**config.mk**
```make
export PLATFORM = sky130hd
export DESIGN_NAME = control_sequencer
export DESIGN_NICKNAME = d
export VERILOG_FILES = /design/src/rtl/ctrl_pkg.sv /design/src/rtl/ctrl_decode.sv /design/src/rtl/control_sequencer.sv
export SDC_FILE = /design/constraint.sdc
export NUM_CORES = 1
export LEC_CHECK = 0
export BUFFER_PORTS_ARGS = -buffer_cell sky130_fd_sc_hd__buf_2
export CAP_MARGIN = 40
export CORE_ASPECT_RATIO = 0.8
export CORE_MARGIN = 5
export CORE_UTILIZATION = 39
export CTS_BUF_LIST = sky130_fd_sc_hd__clkbuf_2
export DETAILED_ROUTE_END_ITERATION = 10
export GPL_ROUTABILITY_DRIVEN = 0
export GPL_TIMING_DRIVEN = 0
export PLACE_DENSITY = 0.93
export SYNTH_ARGS = -nofsm -noshare
export SYNTH_HDL_FRONTEND = slang
export SYNTH_SLANG_ARGS = --single-unit
export TNS_END_PERCENT = 10
```
**constraint.sdc**
```tcl
create_clock -name clk -period 1.8 [get_ports clk]
set_clock_uncertainty 0.2 [all_clocks]
set_input_delay 0.09 -clock clk [delete_from_list [all_inputs] [get_ports clk]]
set_output_delay 0.09 -clock clk [all_outputs]
set_load 0.005 [all_outputs]
```
**src/rtl/ctrl_pkg.sv**
```systemverilog
// Shared definitions for the control sequencer: state encoding, opcodes,
// ALU operation codes, register-encoder selects and instruction classes.
package ctrl_pkg;

    typedef enum logic [3:0] {
        ST_IDLE,
        ST_T0,
        ST_T1,
        ST_T2,
        ST_T3,
        ST_T4,
        ST_T5,
        ST_T6,
        ST_T7,
        ST_HALT
    } state_t;

    localparam logic [4:0] OP_LD   = 5'b00000;
    localparam logic [4:0] OP_LDI  = 5'b00001;
    localparam logic [4:0] OP_ST   = 5'b00010;
    localparam logic [4:0] OP_ADD  = 5'b00011;
    localparam logic [4:0] OP_SUB  = 5'b00100;
    localparam logic [4:0] OP_AND  = 5'b00101;
    localparam logic [4:0] OP_OR   = 5'b00110;
    localparam logic [4:0] OP_ADDI = 5'b01100;
    localparam logic [4:0] OP_ANDI = 5'b01101;
    localparam logic [4:0] OP_ORI  = 5'b01110;
    localparam logic [4:0] OP_NOP  = 5'b11010;
    localparam logic [4:0] OP_HALT = 5'b11011;

    typedef enum logic [1:0] {
        ALU_ADD = 2'd0,
        ALU_SUB = 2'd1,
        ALU_AND = 2'd2,
        ALU_OR  = 2'd3
    } alu_op_t;

    typedef enum logic [1:0] {
        RSEL_A = 2'd0,
        RSEL_B = 2'd1,
        RSEL_C = 2'd2
    } rin_sel_t;

    typedef enum logic [2:0] {
        CLS_RTYPE,
        CLS_IMM,
        CLS_LDI,
        CLS_LD,
        CLS_ST,
        CLS_NOP,
        CLS_HALT
    } instr_class_t;

endpackage

```
**src/rtl/ctrl_decode.sv**
```systemverilog
// Opcode classifier: maps an opcode to its instruction class and the ALU
// operation used in its execute phase. Undefined opcodes behave as nop.
module ctrl_decode
    import ctrl_pkg::*;
(
    input  logic [4:0]   opcode,
    output instr_class_t cls,
    output alu_op_t      alu_op
);

    always_comb begin
        cls    = CLS_NOP;
        alu_op = ALU_ADD;
        case (opcode)
            OP_ADD:  begin cls = CLS_RTYPE; alu_op = ALU_ADD; end
            OP_SUB:  begin cls = CLS_RTYPE; alu_op = ALU_SUB; end
            OP_AND:  begin cls = CLS_RTYPE; alu_op = ALU_AND; end
            OP_OR:   begin cls = CLS_RTYPE; alu_op = ALU_OR;  end
            OP_ADDI: begin cls = CLS_IMM;   alu_op = ALU_ADD; end
            OP_ANDI: begin cls = CLS_IMM;   alu_op = ALU_AND; end
            OP_ORI:  begin cls = CLS_IMM;   alu_op = ALU_OR;  end
            // Address arithmetic for ldi/ld/st is always base + offset.
            OP_LDI:  cls = CLS_LDI;
            OP_LD:   cls = CLS_LD;
            OP_ST:   cls = CLS_ST;
            OP_HALT: cls = CLS_HALT;
            default: cls = CLS_NOP;
        endcase
    end

endmodule

```
**src/rtl/control_sequencer.sv**
```systemverilog
// Moore control unit stepping the bus datapath through fetch, decode and
// execute; memory states stall on mem_ready.
//
// state | meaning
// IDLE  | waiting for start, all outputs low
// T0    | PC onto bus, load MAR, increment PC
// T1    | instruction read, held until mem_ready
// T2    | MDR into IR
// T3    | decode; first operand (or base) into Y
// T4    | ALU op into Z
// T5    | Z to destination register, or to MAR for ld/st
// T6    | ld: data read (waits); st: source register into MDR
// T7    | ld: MDR to destination; st: data write (waits)
// HALT  | stopped until reset
module control_sequencer
    import ctrl_pkg::*;
#(
    parameter int IR_W = 32,
    parameter int OP_W = 5
) (
    input  logic            clk,
    input  logic            reset,
    input  logic            start,
    input  logic [IR_W-1:0] ir,
    input  logic            mem_ready,
    output logic            gra,
    output logic            grb,
    output logic            grc,
    output logic            rin,
    output logic            rout_a,
    output logic            rout_b,
    output logic            rout_c,
    output logic            ba_out,
    output logic [1:0]      rin_sel,
    output logic            pc_out,
    output logic            pc_in,
    output logic            inc_pc,
    output logic            mar_in,
    output logic            mdr_in,
    output logic            md_read,
    output logic            mdr_out,
    output logic            ir_in,
    output logic            y_in,
    output logic            z_in,
    output logic            z_lo_out,
    output logic            c_out,
    output logic [1:0]      alu_op,
    output logic            mem_read,
    output logic            mem_write,
    output logic            run
);

    state_t       state;
    state_t       state_nxt;
    instr_class_t cls;
    alu_op_t      dec_alu_op;

    // Register fields and immediates are consumed by the datapath, not here.
    logic unused_ir_fields;
    assign unused_ir_fields = ^ir[IR_W-OP_W-1:0];

    ctrl_decode u_decode (
        .opcode (ir[IR_W-1 -: OP_W]),
        .cls    (cls),
        .alu_op (dec_alu_op)
    );

    always_ff @(posedge clk or posedge reset) begin
        if (reset) begin
            state <= ST_IDLE;
        end else begin
            state <= state_nxt;
        end
    end

    always_comb begin
        state_nxt = state;
        case (state)
            ST_IDLE: if (start) state_nxt = ST_T0;
            ST_T0:   state_nxt = ST_T1;
            ST_T1:   if (mem_ready) state_nxt = ST_T2;
            ST_T2:   state_nxt = ST_T3;
            ST_T3: begin
                case (cls)
                    CLS_NOP:  state_nxt = ST_T0;
                    CLS_HALT: state_nxt = ST_HALT;
                    default:  state_nxt = ST_T4;
                endcase
            end
            ST_T4:   state_nxt = ST_T5;
            ST_T5: begin
                if (cls == CLS_LD || cls == CLS_ST) begin
                    state_nxt = ST_T6;
                end else begin
                    state_nxt = ST_T0;
                end
            end
            // Only ld waits in T6; only st waits in T7.
            ST_T6: begin
                if (cls != CLS_LD || mem_ready) state_nxt = ST_T7;
            end
            ST_T7: begin
                if (cls == CLS_LD || mem_ready) state_nxt = ST_T0;
            end
            ST_HALT: state_nxt = ST_HALT;
            default: state_nxt = ST_IDLE;
        endcase
    end

    always_comb begin
        gra       = 1'b0;
        grb       = 1'b0;
        grc       = 1'b0;
        rin       = 1'b0;
        rout_a    = 1'b0;
        rout_b    = 1'b0;
        rout_c    = 1'b0;
        ba_out    = 1'b0;
        rin_sel   = RSEL_A;
        pc_out    = 1'b0;
        pc_in     = 1'b0;
        inc_pc    = 1'b0;
        mar_in    = 1'b0;
        mdr_in    = 1'b0;
        md_read   = 1'b0;
        mdr_out   = 1'b0;
        ir_in     = 1'b0;
        y_in      = 1'b0;
        z_in      = 1'b0;
        z_lo_out  = 1'b0;
        c_out     = 1'b0;
        alu_op    = ALU_ADD;
        mem_read  = 1'b0;
        mem_write = 1'b0;
        run       = (state != ST_IDLE) && (state != ST_HALT);
        case (state)
            ST_T0: begin
                pc_out = 1'b1;
                mar_in = 1'b1;
                inc_pc = 1'b1;
            end
            ST_T1: begin
                mem_read = 1'b1;
                md_read  = 1'b1;
                mdr_in   = 1'b1;
            end
            ST_T2: begin
                mdr_out = 1'b1;
                ir_in   = 1'b1;
            end
            ST_T3: begin
                case (cls)
                    CLS_RTYPE, CLS_IMM: begin
                        grb     = 1'b1;
                        rout_b  = 1'b1;
                        rin_sel = RSEL_B;
                        y_in    = 1'b1;
                    end
                    // BAout gives r0-as-zero semantics for the base register.
                    CLS_LDI, CLS_LD, CLS_ST: begin
                        grb     = 1'b1;
                        ba_out  = 1'b1;
                        rin_sel = RSEL_B;
                        y_in    = 1'b1;
                    end
                    default: ;
                endcase
            end
            ST_T4: begin
                case (cls)
                    CLS_RTYPE: begin
                        grc     = 1'b1;
                        rout_c  = 1'b1;
                        rin_sel = RSEL_C;
                        z_in    = 1'b1;
                        alu_op  = dec_alu_op;
                    end
                    CLS_IMM, CLS_LDI, CLS_LD, CLS_ST: begin
                        c_out  = 1'b1;
                        z_in   = 1'b1;
                        alu_op = dec_alu_op;
                    end
                    default: ;
                endcase
            end
            ST_T5: begin
                z_lo_out = 1'b1;
                if (cls == CLS_LD || cls == CLS_ST) begin
                    mar_in = 1'b1;
                end else begin
                    gra = 1'b1;
                    rin = 1'b1;
                end
            end
            ST_T6: begin
                if (cls == CLS_LD) begin
                    mem_read = 1'b1;
                    md_read  = 1'b1;
                    mdr_in   = 1'b1;
                end else begin
                    gra    = 1'b1;
                    rout_a = 1'b1;
                    mdr_in = 1'b1;
                end
            end
            ST_T7: begin
                if (cls == CLS_LD) begin
                    mdr_out = 1'b1;
                    gra     = 1'b1;
                    rin     = 1'b1;
                end else begin
                    mem_write = 1'b1;
                end
            end
            default: ;
        endcase
    end

endmodule
```
==> impl_metrics.yaml, run 1 <==
grt:
  gr-usage-all-layers_pct: 16.1
  grt_pass1_vias: 876
  grt_pass1_wl_um: 3700
  overflow: 0
  grt_max_degree: 11
  antenna_found_initial: 0
timing:
  slew_headroom_pct: 56.9
  hold_viol: 0
  fmax_mhz: 548
  max_slew.worst_pin.slew_ps: 641
  finalSetupTns_ps: -25.9
  finalCriticalPeriod_ps: 1820
  finalCritPeriodShare_pct: 101
  setup_viol: 2
  fin_ws_ps: -23.9
  grt_setup_unrepaired: "yes"
  finalMaxSlewViolations: 0
run:
  cap_violations: 0
final_layout:
  top_regs: "state: 4 flops"
  final_util_pct: 58.6
  drive_gt1_share_pct: 47.7
  mostFrequentLayoutCell: "buf_2"
  largest_reg_flops: 4
  nNetsFinal: 189
  regMostFlops: "state"
  regArea_sq_um: 103
  layout_common_cells: "buf_2 (32), nor2_1 (14), buf_4 (13)"
  multi_input_area_sq_um: 529
  area_growth_pct: 45.1
  fillers: 152
  diodes: 0
logic_synthesis:
  syn_inst: 108
  yosysWarnings: 0
  synth_ff_type: "dfrtp_1"
  syn_nets: 144
  synth_edf_count: 0
  synth-seq-area-share_pct: 13.5
  synth_seq_cells: 4
  netlist_area_sq_um: 743
  synth_cell_types: 40
  async_reset_ff_share_pct: 100
  avgSynthCellArea_sq_um: 6.88
routing:
  vias_per_cell: 5.39
  drc_errors: 0
  drt_iter0_markers: 60
  detail-route-antenna-nets: 0
  drt_wl_total_um: 2490
  vias: 944
  dr.pass1.iters: 4
  wl_per_cell_um: 14.2
worst_setup_path:
  cp-end-kind: "output pin"
  startpoint: "state[2]"
  worstSetupStartpointType: "flip-flop"
  cp_common_cell: "buf_4"
  path_max_fanout: 4
  crit_type: "reg -> out"
  path_depth: 7
  timing.reg2reg.setup_slack_ps: 150
  endpoint: "mem_read"
  critPathSlowestCell: "dfrtp_1"
  arrival_ps: 1530
  path_delay_family: "flip-flops"
  r2r-end: "state[3]"
  r2r_start: "state[0]"
  rr_worst_depth: 5
  cp_num_buf_inv: 4
  crit_required_ps: 1510
  max_stage_delay_ps: 420
  path_cells: "buf_4 -> or2_2 -> o31ai_4 -> nand2_2 -> inv_2 -> buf_4 -> buf_2"
clock_tree:
  cts-root-buf: "clkbuf_2"
  cts_max_path_buffers: 2
  path_clk_slew_ps: 50
  cts_buffers: 3
  numClockSinks: 4
  htreeDepth: 1
  tritoncts: "done"
  clk_latency_ps: 200
placed_design:
  dp_hpwl_um: 1740
  port_buffers: 32
floorplanning:
  start_util_pct: 40.4
  die-area_sq_um: 2880
  chipWidth_um: 58.8
  core_area_sq_um: 1840
  rows: 14
  io_pins: 63
  die_h_um: 49.0
run_status:
  violations: "negative setup slack"
  outcome: "complete, but fails checks"
pwr:
  power.leakage_nw: 0.548
  power_density_nw_per_um2: 1300
  irDropWorstVdd_v: 0.000933
min_path:
  hold_path_class: "in -> reg"
[worst min-delay path by stage]
| stage | startpoint | cells past startpoint | end |
|---|---|---|---|
| global route | start | 3 | state[0] |
| global placement | reset | 2 | state[0] |
| detailed placement | reset | 2 | state[0] |
| floorplan | reset | 1 | state[0] |
| CTS | start | 3 | state[0] |
| finish | start | 3 | state[0] |
[where the power goes]
part	total (mW)	internal (mW)	switching [mW]
logic	1.14	0.533	0.605
clock network	0.0814	0.0449	0.0365
registers	0.181	0.133	0.0475
[kinds of logic after synthesis]
group,count (synthesis),synth area share (%)
flops,4,13.5
other cells,1,0.505
buf+inv,21,20.9
compound gates,26,26.4
simple gates,52,34.0
xor+xnor,4,4.71
[timing repair]
item	CTS	global route
setup endpoints to repair	19	13
pin swaps	0	5
gates resized for setup	9	10
endpoints found under the hold margin	5	0
buffers inserted	0	7
hold buffers	2	0
[metrics by stage]
step | cells | hold WS, ps | total power, mW | setup slack, ps | cell area (sq um)
floorplan | 108 | -344 | 0.843 | 134 | 743
global route | 175 | 71.1 | 1.51 | -122 | 1080
CTS | 168 | 56.6 | 1.25 | -23.2 | 996
detailed placement | 164 | -222 | 1.12 | -218 | 933
global placement | 164 | -230 | 1.09 | -158 | 933
finish | 175 | 57.1 | 1.40 | -23.9 | 1080
[layout make-up]
class,count,share of cell area [%]
Sequential cell,4,9.51
Inverter,5,1.74
Buffer,15,13.3
Clock buffer,3,1.39
Tap cell,24,2.78
Multi-Input combinational cell,83,49.1
Timing Repair Buffer,41,22.2
[worst reg2reg max path, stage by stage (launching register included)]
cell and delay (ps):
dfrtp_2 420, buf_4 150, nor4b_1 290, a32o_1 210
nand2_1 50, o31ai_1 220
[per-layer routing]
metal  global-route usage, %  wire length (um)  share of wire [%]
met1                    19.4               968                 39
met2                    26.7              1250                 50
met3                    2.38               228                9.2
met4                    9.43                42                1.7
met5                       0                 0                  0
[Yosys cell counts, drive strengths merged, types with 3 or more instances]
cell	number	area (sq um)
a21oi	6	30.0
buf	10	83.8
clkbuf	6	52.6
dfrtp	4	100
inv	5	18.8
nand2	12	45.0
nand2b	3	18.8
nand3	3	15.0
nor2	15	58.8
nor3	10	50.1
nor4	3	18.8
o21ai	5	28.8
No activity file was read; power rests on OpenSTA's default activity.
==> run 2: changes to the inputs <==
--- a/config.mk
+++ b/config.mk
@@ -9,12 +9,12 @@
 export CAP_MARGIN = 40
 export CORE_ASPECT_RATIO = 0.8
 export CORE_MARGIN = 5
-export CORE_UTILIZATION = 39
+export CORE_UTILIZATION = 35
 export CTS_BUF_LIST = sky130_fd_sc_hd__clkbuf_2
 export DETAILED_ROUTE_END_ITERATION = 10
 export GPL_ROUTABILITY_DRIVEN = 0
 export GPL_TIMING_DRIVEN = 0
-export PLACE_DENSITY = 0.93
+export PLACE_DENSITY = 0.88
 export SYNTH_ARGS = -nofsm -noshare
 export SYNTH_HDL_FRONTEND = slang
 export SYNTH_SLANG_ARGS = --single-unit
==> constraint.sdc (replaced) <==
create_clock -name clk -period 1.6 [get_ports clk]
set_clock_uncertainty 0.2 [all_clocks]
set_input_delay 0.08 -clock clk [delete_from_list [all_inputs] [get_ports clk]]
set_output_delay 0.08 -clock clk [all_outputs]
set_load 0.005 [all_outputs]
==> run 2 against run 1 <==
  * The run still ends with negative setup slack left
  * Clock power up 20%
  * Largest power group unchanged
  * Register-to-register slack got worse by 140 ps
  * Total power rose by 22%
  * Flip-flop and latch count did not move
  * Wire length increased by 9.5%
  * Non-clock buffer count did not move
  * Sequential power up 15%
==> impl_metrics.yaml, run 2 (synthesis results as in run 1) <==
run_status:
  outcome: "complete, but fails checks"
  violations: "negative setup slack"
pwr:
  comb_power_share_pct: 82.1
  power_density_nw_per_um2: 1480
  switching_share_pct: 50.0
  p_int_uw: 857
  power_mw: 1.71
  irDropWorstVdd_v: 0.000747
  power.leakage_nw: 0.562
  p_sw_uw: 858
  p_clk_share_pct: 5.7
  pwr-share-seq_pct: 12.2
final_layout:
  final_cell_area_sq_um: 1160
  top_regs: "state: 4 flops"
  mostFrequentLayoutCell: "buf_2"
  largest_reg_flops: 4
  area_growth_pct: 55.9
  nNetsFinal: 189
  finalNonFillerCells: 175
  diodes: 0
  regMostFlops: "state"
  layout_common_cells: "buf_2 (29), buf_4 (13), nor2_1 (12)"
  drive_gt1_share_pct: 55.0
placed_design:
  dp_hpwl_um: 1800
  port_buffers: 32
  place_area_sq_um: 935
  place_inst: 164
worst_setup_path:
  path_max_fanout: 4
  r2r_start: "state[1]"
  rr_worst_depth: 5
  path_delay_family: "simple AND/OR/NAND/NOR gates"
  path_depth: 5
  crit_type: "reg -> out"
  max_stage_delay_ps: 440
  cp_num_buf_inv: 2
  critPathSlowestCell: "dfrtp_2"
  worstSetupStartpointType: "flip-flop"
  endpoint: "rin_sel[1]"
  r2r-end: "state[2]"
  startpoint: "state[1]"
  cp-end-kind: "output pin"
  path_cells: "nor3b_4 -> nand2_2 -> nor3_4 -> buf_4 -> buf_6"
  crit_required_ps: 1320
  timing.reg2reg.setup_slack_ps: 10
  arrival_ps: 1530
routing:
  drt_wl_total_um: 2720
  wl_met1_um: 1020
  wl_per_cell_um: 15.6
  dr.pass1.iters: 4
  drt_iter0_markers: 41
  detail-route-antenna-nets: 0
  vias_per_cell: 5.67
  drc_errors: 0
  topRoutingLayerUsed: "met4"
  wl_met3_um: 220
  route.met2.wl_um: 1390
  vias: 993
grt:
  gr-usage-all-layers_pct: 17.8
  grt_pass1_vias: 984
  grt_pass1_wl_um: 4280
  grt_max_degree: 11
  antenna_found_initial: 0
  overflow: 0
clock_tree:
  cts-root-buf: "clkbuf_2"
  tritoncts: "done"
  path_clk_slew_ps: 50
  htreeDepth: 1
  cts_max_path_buffers: 2
  clk_latency_ps: 220
  numClockSinks: 4
  cts_buffers: 3
timing:
  whs_ps: 43.4
  grt_setup_unrepaired: "yes"
  finalCriticalPeriod_ps: 1810
  fin_ws_ps: -207
  slew_headroom_pct: 51.8
  finalCritPeriodShare_pct: 113
  hold_viol: 0
  setup_viol: 21
  max_slew.worst_pin.slew_ps: 717
  finalSetupTns_ps: -2200
  fmax_mhz: 553
  finalMaxSlewViolations: 0
floorplanning:
  die-area_sq_um: 3150
  chipWidth_um: 61.5
  core_area_sq_um: 1940
  die_h_um: 51.2
  rows: 14
  io_pins: 63
  start_util_pct: 38.2
min_path:
  hold_path_class: "in -> reg"
run:
  cap_violations: 0
## run 2: metal layers
metal  global-route usage (%)  up-vias
met5                        0        -
met2                     28.7       65
li1                         -      458
met3                     3.02       13
met1                     21.7      457
met4                     11.0        0
## run 2: power groups by stage
| stage | Sequential, mW | Clock (mW) | Combinational [mW] |
|---|---|---|---|
| floorplan | 0.170 | 0 | 0.783 |
| CTS | 0.203 | 0.0891 | 1.29 |
| global route | 0.215 | 0.102 | 1.53 |
| global placement | 0.175 | 0 | 1.05 |
| finish | 0.208 | 0.0978 | 1.41 |
| detailed placement | 0.182 | 0 | 1.09 |
## run 2: how the worst min path moves through the flow
stage          start  endpoint  slack, ps  cells after the start
2_1_floorplan  reset  state[0]       -350                      1
3_3_place_gp   reset  state[3]       -240                      2
3_5_place_dp   reset  state[2]       -240                      2
4_1_cts        start  state[0]         50                      3
5_1_grt        reset  state[0]         90                      3
6_report       start  state[0]         40                      3
## run 2: area by class of cell
type / instances / area, sq um
multi-input cells: 83 / 588
repair buffers: 41 / 251
well taps: 24 / 30.0
plain buffers: 15 / 149
inverters: 5 / 21.3
flip-flops and latches: 4 / 104
fillers: 169 / 786
clock buffers: 3 / 15.0
## run 2: what timing repair did
item	4_1_cts	5_1_grt
hold buffers	2	0
endpoints found under the setup margin	28	29
pin swaps	7	4
endpoints found under the hold margin	5	0
setup buffers	7	0
resized for setup	28	10
gates cloned	0	0
## run 2: per-stage QoR
stage	util (%)	setup slack, ps
floorplan	-	-32.1
global placement	48.1	-297
detailed placement	48.1	-403
CTS	57.9	-154
global route	59.6	-274
finish	59.6	-207
## run 2: worst reg2reg max path, stage by stage, from the launching register on
cell     delay (ps)
dfrtp_2         440
nor3b_4         310
o21ai_2         150
buf_4           160
o311a_1         120
o21ai_2         120
==> run 3: changes to the inputs <==
--- a/config.mk
+++ b/config.mk
@@ -5,7 +5,7 @@
 export SDC_FILE = /design/constraint.sdc
 export NUM_CORES = 1
 export LEC_CHECK = 0
-export BUFFER_PORTS_ARGS = -buffer_cell sky130_fd_sc_hd__buf_2
+export BUFFER_PORTS_ARGS = -buffer_cell sky130_fd_sc_hd__buf_4
 export CAP_MARGIN = 40
 export CORE_ASPECT_RATIO = 0.8
 export CORE_MARGIN = 5
==> run 3 against run 2 <==
  * The flow still finishes with violations (negative setup slack)
  * Sequential share of layout area decreased by 1.3 points
  * Die area did not move
  * Via count up 4.2%
  * Non-clock buffer count up 5
  * Critical path type unchanged
  * Critical endpoint is now mem_read
  * Highest routed layer unchanged
==> impl_metrics.yaml, run 3 (synthesis results as in run 1) <==
timing:
  slew_headroom_pct: 53.9
  hold_viol: 0
  setup_viol: 22
  grt_setup_unrepaired: "yes"
  finalMaxSlewViolations: 0
  finalCriticalPeriod_ps: 1800
  fin_ws_ps: -198
  fmax_mhz: 556
  whs_ps: 53.4
  max_slew.worst_pin.slew_ps: 684
  finalCritPeriodShare_pct: 112
clock_tree:
  cts-root-buf: "clkbuf_2"
  htreeDepth: 1
  cts_buffers: 3
  tritoncts: "done"
  numClockSinks: 4
  cts_max_path_buffers: 2
  clk_latency_ps: 230
  path_clk_slew_ps: 50
worst_setup_path:
  path_max_fanout: 10
  worstSetupStartpointType: "flip-flop"
  critPathSlowestCell: "dfrtp_2"
  cp-end-kind: "output pin"
  crit_type: "reg -> out"
  crit_required_ps: 1320
  arrival_ps: 1520
  max_stage_delay_ps: 390
  path_cells: "clkbuf_8 -> nand2_4 -> o31ai_4 -> nand2_1 -> inv_1 -> buf_4 -> buf_6"
placed_design:
  place_area_sq_um: 1010
  dp_slack_ps: -391
  place_inst: 164
  dp_hpwl_um: 1920
  port_buffers: 32
final_layout:
  fillers: 149
  top_regs: "state: 4 flops"
  diodes: 0
  finalNonFillerCells: 180
  layout_common_cells: "buf_4 (45), nor2_1 (10), buf_6 (9), nand2_1 (9), a21oi_1 (6)"
  drive_gt1_share_pct: 59.0
  mostFrequentLayoutCell: "buf_4"
  final_cell_area_sq_um: 1330
  nNetsFinal: 194
  regMostFlops: "state"
  final_util_pct: 68.1
  area_growth_pct: 78.3
  largest_reg_flops: 4
pwr:
  comb_power_share_pct: 85.1
  power.leakage_nw: 0.630
  p_int_mw: 1.04
  p_sw_uw: 964
  irDropWorstVdd_v: 0.00104
  p_clk_share_pct: 5.1
  switching_share_pct: 48.1
  pwr-share-seq_pct: 9.8
  power_density_nw_per_um2: 1510
grt:
  gr-usage-all-layers_pct: 21.1
  grt_pass1_vias: 1047
  grt_pass1_wl_um: 4970
  grt_max_degree: 11
  antenna_found_initial: 0
  overflow: 0
floorplanning:
  die_h_um: 51.2
  rows: 14
  chipWidth_um: 61.5
  start_util_pct: 38.2
  die-area_sq_um: 3150
  core_area_sq_um: 1940
  io_pins: 63
run_status:
  violations: "negative setup slack"
  outcome: "complete, but fails checks"
routing:
  vias_per_cell: 5.75
  detail-route-antenna-nets: 0
  drc_errors: 0
  wl_per_cell_um: 17.4
  vias: 1035
  dr.pass1.iters: 4
  drt_wl_total_um: 3140
  drt_iter0_markers: 52
run:
  cap_violations: 0
min_path:
  hold_path_class: "in -> reg"
[run 3: changes by cell type in the layout (fill, tap and decap cells not counted), sizes merged]
cell  change
buf       +5
[run 3: stage by stage]
stage / setup TNS, ps / power (mW)
final: -2180 / 2.00
after global routing: -3660 / 2.13
after CTS: -1280 / 1.90
after detailed placement: -2710 / 1.36
after global placement: -1820 / 1.32
after floorplan: -32.1 / 0.952
[run 3: layout make-up]
type	count	area (sq um)	share of cell area [%]
multi-input combinational	83	642	48.4
timing repair buffer	46	369	27.9
buffer	15	149	11.2
sequential	4	101	7.65
tap	24	30.0	2.27
inverter	5	18.8	1.42
clock buffer	3	15.0	1.13
[run 3: worst paths after layout]
kind,from,endpoint,slack [ps],cells after the start
max in group asynchronous,reset,state[0],950,3
max reg2reg,state[0],state[3],-60,5
min reg2reg,state[3],state[0],590,4
min in group asynchronous,reset,state[1],90,3
max,state[0],mem_read,-200,7
min,start,state[0],50,3
[run 3: routing by layer]
| layer | vias to the layer above | global-route usage [%] | wire [um] |
|---|---|---|---|
| met5 | - | 0 | 0 |
| met4 | 0 | 8.83 | 92 |
| met3 | 14 | 3.02 | 241 |
| met2 | 73 | 36.6 | 1630 |
| met1 | 478 | 25.6 | 1170 |
| li1 | 470 | - | - |
[run 3: timing repair]
action	CTS	global route
buffers inserted	12	0
endpoints found under the setup margin	28	26
hold buffers	2	0
pin swaps	9	0
gates resized for setup	39	8
endpoints found under the hold margin	5	0
[run 3: power groups by stage]
stage	clock, mW	sequential, mW	combinational [mW]
6_report	0.102	0.196	1.71
5_1_grt	0.102	0.203	1.82
4_1_cts	0.0959	0.194	1.61
3_5_place_dp	0	0.179	1.18
3_3_place_gp	0	0.175	1.14
2_1_floorplan	0	0.170	0.783
[run 3: critical path, delay by kind of cell (launching register included)]
kind | cells | cell delay (ps)
buffers and inverters | 4 | 460
flip-flops | 1 | 390
AO/OA/AOI/OAI | 1 | 250
AND/OR/NAND/NOR | 2 | 190
